## src/rtl/pie_preamble_detect_pkg.sv

```systemverilog
// PIE preamble detector shared definitions.
// FSM encoding and default limits, also used by the command decoder.
package pie_preamble_detect_pkg;

  localparam int PIE_CNT_W     = 10;
  localparam int PIE_DELIM_MIN = 8;
  localparam int PIE_DELIM_MAX = 24;

  typedef enum logic [2:0] {
    ST_IDLE  = 3'd0,
    ST_DELIM = 3'd1,
    ST_TARI  = 3'd2,
    ST_RTCAL = 3'd3,
    ST_THIRD = 3'd4,
    ST_DONE  = 3'd5,
    ST_ERR   = 3'd6
  } pie_state_e;

endpackage

```

## src/rtl/pie_preamble_detect_if.sv

```systemverilog
// Envelope input, restart and calibration results of the PIE
// preamble detector.
interface pie_preamble_detect_if
  import pie_preamble_detect_pkg::*;
#(
  parameter int CNT_W = PIE_CNT_W
) ();

  logic             demodin;
  logic             restart;
  logic [CNT_W-1:0] tari;
  logic [CNT_W-1:0] rtcal;
  logic [CNT_W-1:0] trcal;
  logic             is_preamble;
  logic             firstbit;
  logic             done;
  logic             error;

  modport slave (
    input  demodin,
    input  restart,
    output tari,
    output rtcal,
    output trcal,
    output is_preamble,
    output firstbit,
    output done,
    output error
  );

  modport master (
    output demodin,
    output restart,
    input  tari,
    input  rtcal,
    input  trcal,
    input  is_preamble,
    input  firstbit,
    input  done,
    input  error
  );

endinterface

```

## src/rtl/pie_preamble_detect_edge_sync.sv

```systemverilog
// Two-flop synchronizer plus edge detect for the demodulated envelope.
// Idles at 1 (CW) so reset never produces a spurious edge.
module pie_preamble_detect_edge_sync (
  input  logic clk,
  input  logic reset,
  input  logic d_i,
  output logic rise_o,
  output logic fall_o
);

  logic s1_q;
  logic s2_q;
  logic prev_q;

  always_ff @(posedge clk or posedge reset) begin
    if (reset) begin
      s1_q   <= 1'b1;
      s2_q   <= 1'b1;
      prev_q <= 1'b1;
    end else begin
      s1_q   <= d_i;
      s2_q   <= s1_q;
      prev_q <= s2_q;
    end
  end

  assign rise_o = s2_q & ~prev_q;
  assign fall_o = ~s2_q & prev_q;

endmodule

```

## src/rtl/pie_preamble_detect.sv

```systemverilog
// PIE preamble / frame-sync detector: measures Tari, RTcal, TRcal
// between rising edges of the synchronized envelope.
module pie_preamble_detect
  import pie_preamble_detect_pkg::*;
#(
  parameter int CNT_W     = PIE_CNT_W,
  parameter int DELIM_MIN = PIE_DELIM_MIN,
  parameter int DELIM_MAX = PIE_DELIM_MAX
) (
  input logic                  clk,
  input logic                  reset,
  pie_preamble_detect_if.slave bus
);

  localparam logic [CNT_W-1:0] CNT_MAX = '1;
  localparam logic [CNT_W-1:0] DMIN    = CNT_W'(DELIM_MIN);
  localparam logic [CNT_W-1:0] DMAX    = CNT_W'(DELIM_MAX);

  logic rise;
  logic fall;

  pie_preamble_detect_edge_sync u_sync (
    .clk    (clk),
    .reset  (reset),
    .d_i    (bus.demodin),
    .rise_o (rise),
    .fall_o (fall)
  );

  pie_state_e       state_q, state_d;
  logic [CNT_W-1:0] cnt_q, cnt_d;
  logic [CNT_W-1:0] tari_q, tari_d;
  logic [CNT_W-1:0] rtcal_q, rtcal_d;
  logic [CNT_W-1:0] trcal_q, trcal_d;
  logic             pre_q, pre_d;
  logic             fb_q, fb_d;
  logic             done_q, done_d;
  logic             err_q, err_d;

  logic             cnt_sat;
  logic [CNT_W-1:0] cnt_inc;

  // cnt_inc is the interval length as seen on the edge cycle itself
  assign cnt_sat = (cnt_q == CNT_MAX);
  assign cnt_inc = cnt_sat ? cnt_q : cnt_q + CNT_W'(1);

  always_ff @(posedge clk or posedge reset) begin
    if (reset) begin
      state_q <= ST_IDLE;
      cnt_q   <= '0;
      tari_q  <= '0;
      rtcal_q <= '0;
      trcal_q <= '0;
      pre_q   <= 1'b0;
      fb_q    <= 1'b0;
      done_q  <= 1'b0;
      err_q   <= 1'b0;
    end else begin
      state_q <= state_d;
      cnt_q   <= cnt_d;
      tari_q  <= tari_d;
      rtcal_q <= rtcal_d;
      trcal_q <= trcal_d;
      pre_q   <= pre_d;
      fb_q    <= fb_d;
      done_q  <= done_d;
      err_q   <= err_d;
    end
  end

  always_comb begin
    state_d = state_q;
    cnt_d   = cnt_inc;
    tari_d  = tari_q;
    rtcal_d = rtcal_q;
    trcal_d = trcal_q;
    pre_d   = pre_q;
    fb_d    = fb_q;
    done_d  = done_q;
    err_d   = err_q;

    // restart overrides any capture, including a rise in THIRD
    if (bus.restart) begin
      state_d = ST_IDLE;
      cnt_d   = '0;
      tari_d  = '0;
      rtcal_d = '0;
      trcal_d = '0;
      pre_d   = 1'b0;
      fb_d    = 1'b0;
      done_d  = 1'b0;
      err_d   = 1'b0;
    end else begin
      unique case (state_q)
        ST_IDLE: begin
          if (fall) begin
            cnt_d   = '0;
            state_d = ST_DELIM;
          end
        end
        ST_DELIM: begin
          if (rise) begin
            if (cnt_inc >= DMIN && cnt_inc <= DMAX) begin
              cnt_d   = '0;
              state_d = ST_TARI;
            end else begin
              state_d = ST_IDLE;
            end
          end else if (cnt_inc > DMAX) begin
            state_d = ST_IDLE;
          end
        end
        ST_TARI: begin
          if (rise) begin
            tari_d  = cnt_inc;
            cnt_d   = '0;
            state_d = ST_RTCAL;
          end else if (cnt_sat) begin
            err_d   = 1'b1;
            state_d = ST_ERR;
          end
        end
        ST_RTCAL: begin
          if (rise) begin
            rtcal_d = cnt_inc;
            cnt_d   = '0;
            if (cnt_inc <= tari_q) begin
              err_d   = 1'b1;
              state_d = ST_ERR;
            end else begin
              state_d = ST_THIRD;
            end
          end else if (cnt_sat) begin
            err_d   = 1'b1;
            state_d = ST_ERR;
          end
        end
        ST_THIRD: begin
          if (rise) begin
            if (cnt_inc > rtcal_q) begin
              trcal_d = cnt_inc;
              pre_d   = 1'b1;
              fb_d    = 1'b0;
            end else begin
              trcal_d = '0;
              pre_d   = 1'b0;
              fb_d    = (cnt_inc > (rtcal_q >> 1));
            end
            cnt_d   = '0;
            done_d  = 1'b1;
            state_d = ST_DONE;
          end else if (cnt_sat) begin
            err_d   = 1'b1;
            state_d = ST_ERR;
          end
        end
        ST_DONE, ST_ERR: begin
        end
        default: state_d = ST_IDLE;
      endcase
    end
  end

  assign bus.tari        = tari_q;
  assign bus.rtcal       = rtcal_q;
  assign bus.trcal       = trcal_q;
  assign bus.is_preamble = pre_q;
  assign bus.firstbit    = fb_q;
  assign bus.done        = done_q;
  assign bus.error       = err_q;

endmodule

```

## src/flat_wrapper.sv

```systemverilog
// flat-port wrapper written by rule: the top's interface ports become plain ports
module pie_preamble_detect_flat import pie_preamble_detect_pkg::*;
#(
  parameter int CNT_W     = PIE_CNT_W,
  parameter int DELIM_MIN = PIE_DELIM_MIN,
  parameter int DELIM_MAX = PIE_DELIM_MAX
)
  (clk, reset, bus_demodin, bus_restart, bus_tari, bus_rtcal, bus_trcal, bus_is_preamble, bus_firstbit, bus_done, bus_error);
  pie_preamble_detect_if #(.CNT_W(CNT_W)) bus_i ();
  input logic clk;
  input logic reset;
  input wire logic [$bits(bus_i.demodin)-1:0] bus_demodin;
  input wire logic [$bits(bus_i.restart)-1:0] bus_restart;
  output wire logic [$bits(bus_i.tari)-1:0] bus_tari;
  output wire logic [$bits(bus_i.rtcal)-1:0] bus_rtcal;
  output wire logic [$bits(bus_i.trcal)-1:0] bus_trcal;
  output wire logic [$bits(bus_i.is_preamble)-1:0] bus_is_preamble;
  output wire logic [$bits(bus_i.firstbit)-1:0] bus_firstbit;
  output wire logic [$bits(bus_i.done)-1:0] bus_done;
  output wire logic [$bits(bus_i.error)-1:0] bus_error;
  assign bus_i.demodin = bus_demodin;
  assign bus_i.restart = bus_restart;
  assign bus_tari = bus_i.tari;
  assign bus_rtcal = bus_i.rtcal;
  assign bus_trcal = bus_i.trcal;
  assign bus_is_preamble = bus_i.is_preamble;
  assign bus_firstbit = bus_i.firstbit;
  assign bus_done = bus_i.done;
  assign bus_error = bus_i.error;
  pie_preamble_detect #(.CNT_W(CNT_W), .DELIM_MIN(DELIM_MIN), .DELIM_MAX(DELIM_MAX)) u_core (.clk(clk), .reset(reset), .bus(bus_i));
endmodule
```

## config.mk

```make
export PLATFORM = sky130hd
export DESIGN_NAME = pie_preamble_detect_flat
export DESIGN_NICKNAME = d
export VERILOG_FILES = /design/src/rtl/pie_preamble_detect_pkg.sv /design/src/rtl/pie_preamble_detect_if.sv /design/src/rtl/pie_preamble_detect_edge_sync.sv /design/src/rtl/pie_preamble_detect.sv /design/src/flat_wrapper.sv
export SDC_FILE = /design/constraint.sdc
export NUM_CORES = 1
export LEC_CHECK = 0
export ABC_AREA = 1
export CAP_MARGIN = 40
export CORE_ASPECT_RATIO = 0.7
export CORE_UTILIZATION = 48
export CTS_CLUSTER_DIAMETER = 100
export DETAILED_ROUTE_END_ITERATION = 10
export GPL_ROUTABILITY_DRIVEN = 0
export PLACE_DENSITY_LB_ADDON = 0.3
export SYNTH_ARGS = -nofsm -noshare
export SYNTH_HDL_FRONTEND = slang
export SYNTH_SLANG_ARGS = --single-unit
export TNS_END_PERCENT = 100
```

## constraint.sdc

```tcl
create_clock -name clk -period 2.8 [get_ports clk]
set_input_delay 0.56 -clock clk [delete_from_list [all_inputs] [get_ports clk]]
set_output_delay 0.56 -clock clk [all_outputs]
set_load 0.05 [all_outputs]
```

==> results of run 1 <==
## repair_timing
item,4_1_cts,5_1_grt
setup endpoints to repair,0,14
endpoints found under the hold margin,0,0
hold buffers,0,0
gates resized for setup,0,9
buffers inserted,0,7
## metrics by stage
stage / instances / cell area, µm² / setup slack, ps / util
after CTS: 568 / 3840 / 16.8 / 0.606
after detailed placement: 560 / 3750 / 39.0 / 0.592
after floorplan: 425 / 3200 / 322 / -
after global placement: 560 / 3750 / 168 / 0.592
final: 576 / 3920 / 148 / 0.619
after global routing: 576 / 3920 / -26.3 / 0.619
## logic make-up (layout without fill, tap and decap cells)
logic type	Yosys count	count (layout)	share of synthesized area
buffers and inverters	68	127	0.0848
xor gates and xnor gates	4	4	0.0109
and+or+nand+nor	212	213	0.293
AOI/OAI and AO/OA	64	64	0.114
DFF	50	50	0.392
adders and majority gates	27	27	0.106
## flip-flops by register name (all words and copies together), names as in the netlist, 3 cells and up
register	count
u_core.bus.trcal	10
u_core.state_q	3
u_core.bus.rtcal	10
u_core.cnt_q	10
u_core.bus.tari	10
## cell usage after synthesis (8+ instances only)
library cell and count:
a21oi_1 14, dfrtp_1 47, ha_1 27, inv_1 56, nand2_1 127, nand2_2 8, nand3_1 19, nand4_1 9
nor2_1 34, o21ai_0 32
## final timing paths
check / endpoint / depth (start not counted) / startpoint
worst max-delay path: u_core.bus.trcal[6] / 15 / u_core.cnt_q[0]
worst min-delay path: u_core.u_sync.s2_q / 0 / u_core.u_sync.s1_q
worst max register to register: u_core.bus.trcal[6] / 15 / u_core.cnt_q[0]
worst min register to register: u_core.u_sync.s2_q / 0 / u_core.u_sync.s1_q
max in group asynchronous: u_core.bus.tari[7] / 3 / reset
min in group asynchronous: u_core.bus.trcal[0] / 2 / reset
## power by group through the flow
stage	clock (W)	combinational, W	sequential, W
after global routing	0.000480	0.000979	0.000849
after detailed placement	0	0.000838	0.000857
after CTS	0.000447	0.000841	0.000844
final	0.000435	0.000888	0.000840
after floorplan	0	0.000441	0.00101
after global placement	0	0.000815	0.000853
## area by class of cell
type	instances	area, µm²	share of cell area
well taps	91	114	0.0290
clock buffers	5	68.8	0.0175
multi-input cells	308	1700	0.434
inverters	61	229	0.0584
repair buffers	58	528	0.135
flip-flops and latches	50	1260	0.321
clock inverters	3	21.3	0.00542
## metal layers
layer / global-route usage / vias up / wire (µm)
li1: - / 1484 / -
met1: 0.379 / 1444 / 4050
met2: 0.400 / 131 / 3810
met3: 0.0440 / 13 / 607
met4: 0.0408 / 0 / 96
met5: 0 / - / 0
==> results.yml, run 1 <==
timing:
  number_of_failing_hold_endpoints_at_the_final_stage: 0
  final.period_utilization: 0.947
  finalSetupViolCount: 0
  worst_slew_margin_rel: 0.460
  clock.fmax_mhz: 377
  final_max_slew_viol_count: 0
  final.setup.tns_ps: 0
  holdWs_ps: 359
  tightest_slew_ps: 809
  rsz0062_at_grt: "yes"
  fin_crit_ps: 2650
  final.setup_skew_ps: 11.9
yosys:
  syn_area_per_cell_um2: 7.53
  yosys-top-cells-area: "dfrtp_1 (37%), nand2_1 (15%), ha_1 (11%)"
  syn-cell-area_um2: 3200
  synth_top_flop_cell: "dfrtp_1"
  synth.distinct_cells: 37
  synth_nets: 456
  synth.ff_latch_count: 50
  synth_area_leader_cell: "dfrtp_1"
  synth_edf_count: 0
  synthArstFlopShare: 1.00
  yosys.area.top_type_share: 0.367
  syn-instance-count: 425
  yosysSeqAreaShare: 0.392
  yosysWarningCount: 0
routing:
  detailroute.via_count: 3072
  number_of_routed_nets_with_antenna_violations: 0
  drt-total-wl_um: 8570
  drt_first_pass_iters: 5
  drtIter0Drc: 247
  routed_wire_length_per_instance_um: 14.9
  via_per_inst: 5.33
  post-route-drc-count: 0
worst_setup_path:
  cp-start-kind: "flop"
  critical_path.most_common_cell: "nand2_1"
  crit_path_end_kind: "flop"
  required_ps: 3000
  critPathMaxFanout: 12
  critPathMaxStageDelay_ps: 400
  path_class: "reg2reg"
  setup.reg_to_reg.worst_slack_ps: 150
  timing.critical_path.slowest_stage_cell: "dfrtp_2"
  timing.critical_path.cells: "ha_2 > nand2_2 > nor2_4 > nand3_4 > nand2_1 > xnor2_1 > ha_1 > nand2_1 > nor2_2 > nand4_1 > or2_0 > nand2_2 > nor2_4 > nand2_1 > nand2_1"
  timing.critical_path.arrival_ps: 2850
  crit_family: "simple AND/OR/NAND/NOR gates"
  cp_num_buf_inv: 0
global_route:
  grt_remaining_overflow: 0
  first_global_vias: 2808
  grt_start_max_net_pins: 39
  grt.total_usage: 0.257
  antenna_found_initial: 0
  grt_first_pass_wirelength_um: 13800
final_layout:
  antenna-diode-count: 0
  relative_area_change_from_synthesis_to_final_layout_pct: 22.5
  fin_nets: 515
  share_of_final_layout_standard_cells_stronger_than_drive_strength_1: 0.126
  fill_cells: 589
  final_common_cell: "nand2_1"
  mostFrequentLayoutCells: "nand2_1 (125), inv_1 (55), dfrtp_1 (45), clkdlybuf4s50_1 (37)"
clocking:
  cts_bufs_inserted: 5
  max_root_sink_buffers: 2
  h_tree_depth: 2
  clock_insertion_delay_worst_skew_ps: 310
  cts_tree: "yes"
  clkSinkCount: 50
  register_clock_pin_slew_on_the_reported_worst_setup_and_hold_paths_ps: 100
  clk_root_buffer_cell: "clkbuf_8"
run_status:
  status: "complete, no violations"
power:
  irDropWorstVdd_uv: 313
  share_comb_of_total_power: 0.410
  power_w: 0.00216
  power_per_cell_area_nw_per_um2: 552
  power.share.switching: 0.416
  static-leakage-power_nw: 1.95
  p_switching_w: 0.000899
  share_clk_of_total_power: 0.201
  p_int_w: 0.00126
  seqPwrFrac: 0.388
job:
  max_cap_violation_count: 0
floorplan:
  die_area_um2: 7010
  die_height_um: 70.3
  core-area_um2: 6340
  pin_count: 38
  core.rowCount: 24
  floorplan.initialDensity: 0.505
  die_width_um: 99.6
placement:
  dp_hpwl_um: 6590
  io_buffers: 37
min_path:
  holdCritPathClass: "reg2reg"
Note: power is estimated with default switching activity, not from simulation.
==> run 2: changes to the inputs <==
--- a/config.mk
+++ b/config.mk
@@ -13,6 +13,7 @@
 export DETAILED_ROUTE_END_ITERATION = 10
 export GPL_ROUTABILITY_DRIVEN = 0
 export PLACE_DENSITY_LB_ADDON = 0.3
+export SLEW_MARGIN = 20
 export SYNTH_ARGS = -nofsm -noshare
 export SYNTH_HDL_FRONTEND = slang
 export SYNTH_SLANG_ARGS = --single-unit
==> constraint.sdc (replaced) <==
create_clock -name clk -period 2.35 [get_ports clk]
set_input_delay 0.47 -clock clk [delete_from_list [all_inputs] [get_ports clk]]
set_output_delay 0.47 -clock clk [all_outputs]
set_load 0.05 [all_outputs]
==> results.yml, run 2 (synthesis gave the netlist of run 1 again) <==
run_status:
  status: "finished with violations"
  failing_checks: "setup timing"
floorplan:
  die_height_um: 70.3
  core.rowCount: 24
  floorplan.initialDensity: 0.505
  die_width_um: 99.6
  die_area_um2: 7010
  pin_count: 38
  core-area_um2: 6340
timing:
  rsz0062_at_grt: "yes"
  tightest_slew_ps: 507
  finalSetupViolCount: 14
  number_of_failing_hold_endpoints_at_the_final_stage: 0
  fin_crit_ps: 2530
  final_max_slew_viol_count: 0
  final.setup_skew_ps: 10.6
  worst_slew_margin_rel: 0.661
  final_critical_path_setup_slack_ps: -182
  final.setup.tns_ps: -1840
  clock.fmax_mhz: 395
  holdWs_ps: 363
  final.period_utilization: 1.08
worst_setup_path:
  required_ps: 2550
  crit_path_start: "u_core.cnt_q[1]"
  timing.critical_path.slowest_stage_cell: "dfrtp_1"
  path_class: "reg2reg"
  crit_family: "simple AND/OR/NAND/NOR gates"
  cp-start-kind: "flop"
  cp_num_buf_inv: 1
  critPathMaxFanout: 5
  r2r-start: "u_core.cnt_q[1]"
  critical_path.most_common_cell: "nand2_1"
  timing.critical_path.arrival_ps: 2730
  timing.critical_path.cells: "ha_4 > nand2_4 > nor2_4 > nand3_4 > nand2_4 > xnor2_4 > ha_4 > nand2_4 > nor2_4 > nand2_1 > o21ai_1 > inv_1 > nor2_1 > nor2_1 > nand2_1 > nand2_1 > nand2_1 > nand2_1 > nand2_1 > nand2_1"
  critPathMaxStageDelay_ps: 400
  crit_path_end_kind: "flop"
min_path:
  holdCritPathClass: "reg2reg"
  hold_path_startpoint: "u_core.u_sync.s1_q"
final_layout:
  antenna-diode-count: 0
  final-seq-area_um2: 1260
  relative_area_change_from_synthesis_to_final_layout_pct: 35.7
  fin_cells: 602
  fin_nets: 541
  mostFrequentLayoutCells: "nand2_1 (113), inv_1 (53), dfrtp_1 (45), buf_4 (43), clkdlybuf4s50_1 (37)"
  share_of_final_layout_standard_cells_stronger_than_drive_strength_1: 0.219
  final_common_cell: "nand2_1"
  multi_input_comb_area_um2: 1910
  finish.instance_area_um2: 4350
  fill_cells: 504
power:
  static-leakage-power_nw: 2.12
  irDropWorstVdd_uv: 432
  power_per_cell_area_nw_per_um2: 652
  power_w: 0.00283
clocking:
  clkSinkCount: 50
  clk_root_buffer_cell: "clkbuf_8"
  clock_insertion_delay_worst_skew_ps: 310
  h_tree_depth: 2
  cts_tree: "yes"
  cts_bufs_inserted: 5
  register_clock_pin_slew_on_the_reported_worst_setup_and_hold_paths_ps: 90
  cts.hold.buffers_added: 0
  max_root_sink_buffers: 2
routing:
  drtIter0Drc: 256
  post-route-drc-count: 0
  drt-total-wl_um: 9340
  drt_first_pass_iters: 7
  number_of_routed_nets_with_antenna_violations: 0
  routed_wire_length_per_instance_um: 15.5
  via_per_inst: 5.36
  detailroute.via_count: 3225
global_route:
  grt.total_usage: 0.277
  antenna_found_initial: 0
  grt_start_max_net_pins: 27
  grt_first_pass_wirelength_um: 14800
  first_global_vias: 3004
  grt_remaining_overflow: 0
placement:
  placed_area_um2: 3960
  io_buffers: 37
  dp_hpwl_um: 6830
  placed_cell_count: 580
job:
  max_cap_violation_count: 0
-- run 2: changes by cell type in the layout (fill, tap and decap cells not counted), moves of 3 or more --
cell,delta
buf_4,+22
nand2_4,+7
nand3_1,-3
ha_4,+4
ha_1,-3
nand2_1,-12
nand2_2,+6
-- run 2: report_power, final --
part	total, W	leakage [nW]	switching (W)	internal [W]
combinational	0.00122	1.40	0.000769	0.000446
clock	0.000615	0.0514	0.000297	0.000318
sequential	0.00100	0.673	0.0000660	0.000937
total	0.00283	2.12	0.00113	0.00170
-- run 2: routing by layer --
metal  global-route usage  wire, µm
met1                0.390      4250
met2                0.412      4110
met3               0.0731       768
met4               0.0915       202
met5                    0         0
-- run 2: final timing paths --
check	slack (ps)	to	depth (start not counted)
max in group asynchronous	1410	u_core.u_sync.s2_q	3
min reg2reg	360	u_core.u_sync.s2_q	0
min in group asynchronous	420	u_core.bus.trcal[1]	2
max	-180	u_core.state_q[1]	20
min	360	u_core.u_sync.s2_q	0
max reg2reg	-180	u_core.state_q[1]	20
-- run 2: final cells by class --
class,count,share of cell area
clock buffer,6,0.0167
clock inverter,2,0.00864
inverter,61,0.0527
multi-input combinational,310,0.440
sequential,50,0.289
tap,91,0.0262
timing repair buffer,82,0.167
-- run 2: per-stage QoR --
step	util	setup slack, ps
finish	0.686	-182
global placement	0.625	-111
global route	0.686	-312
CTS	0.662	-73.5
detailed placement	0.625	-126
floorplan	-	8.58
-- run 2: timing repair --
| item | in CTS | in global routing |
|---|---|---|
| pin swaps | 14 | 26 |
| resized for setup | 21 | 20 |
| endpoints found under the setup margin | 14 | 26 |
| setup buffers | 5 | 6 |
| gates cloned | 2 | 1 |
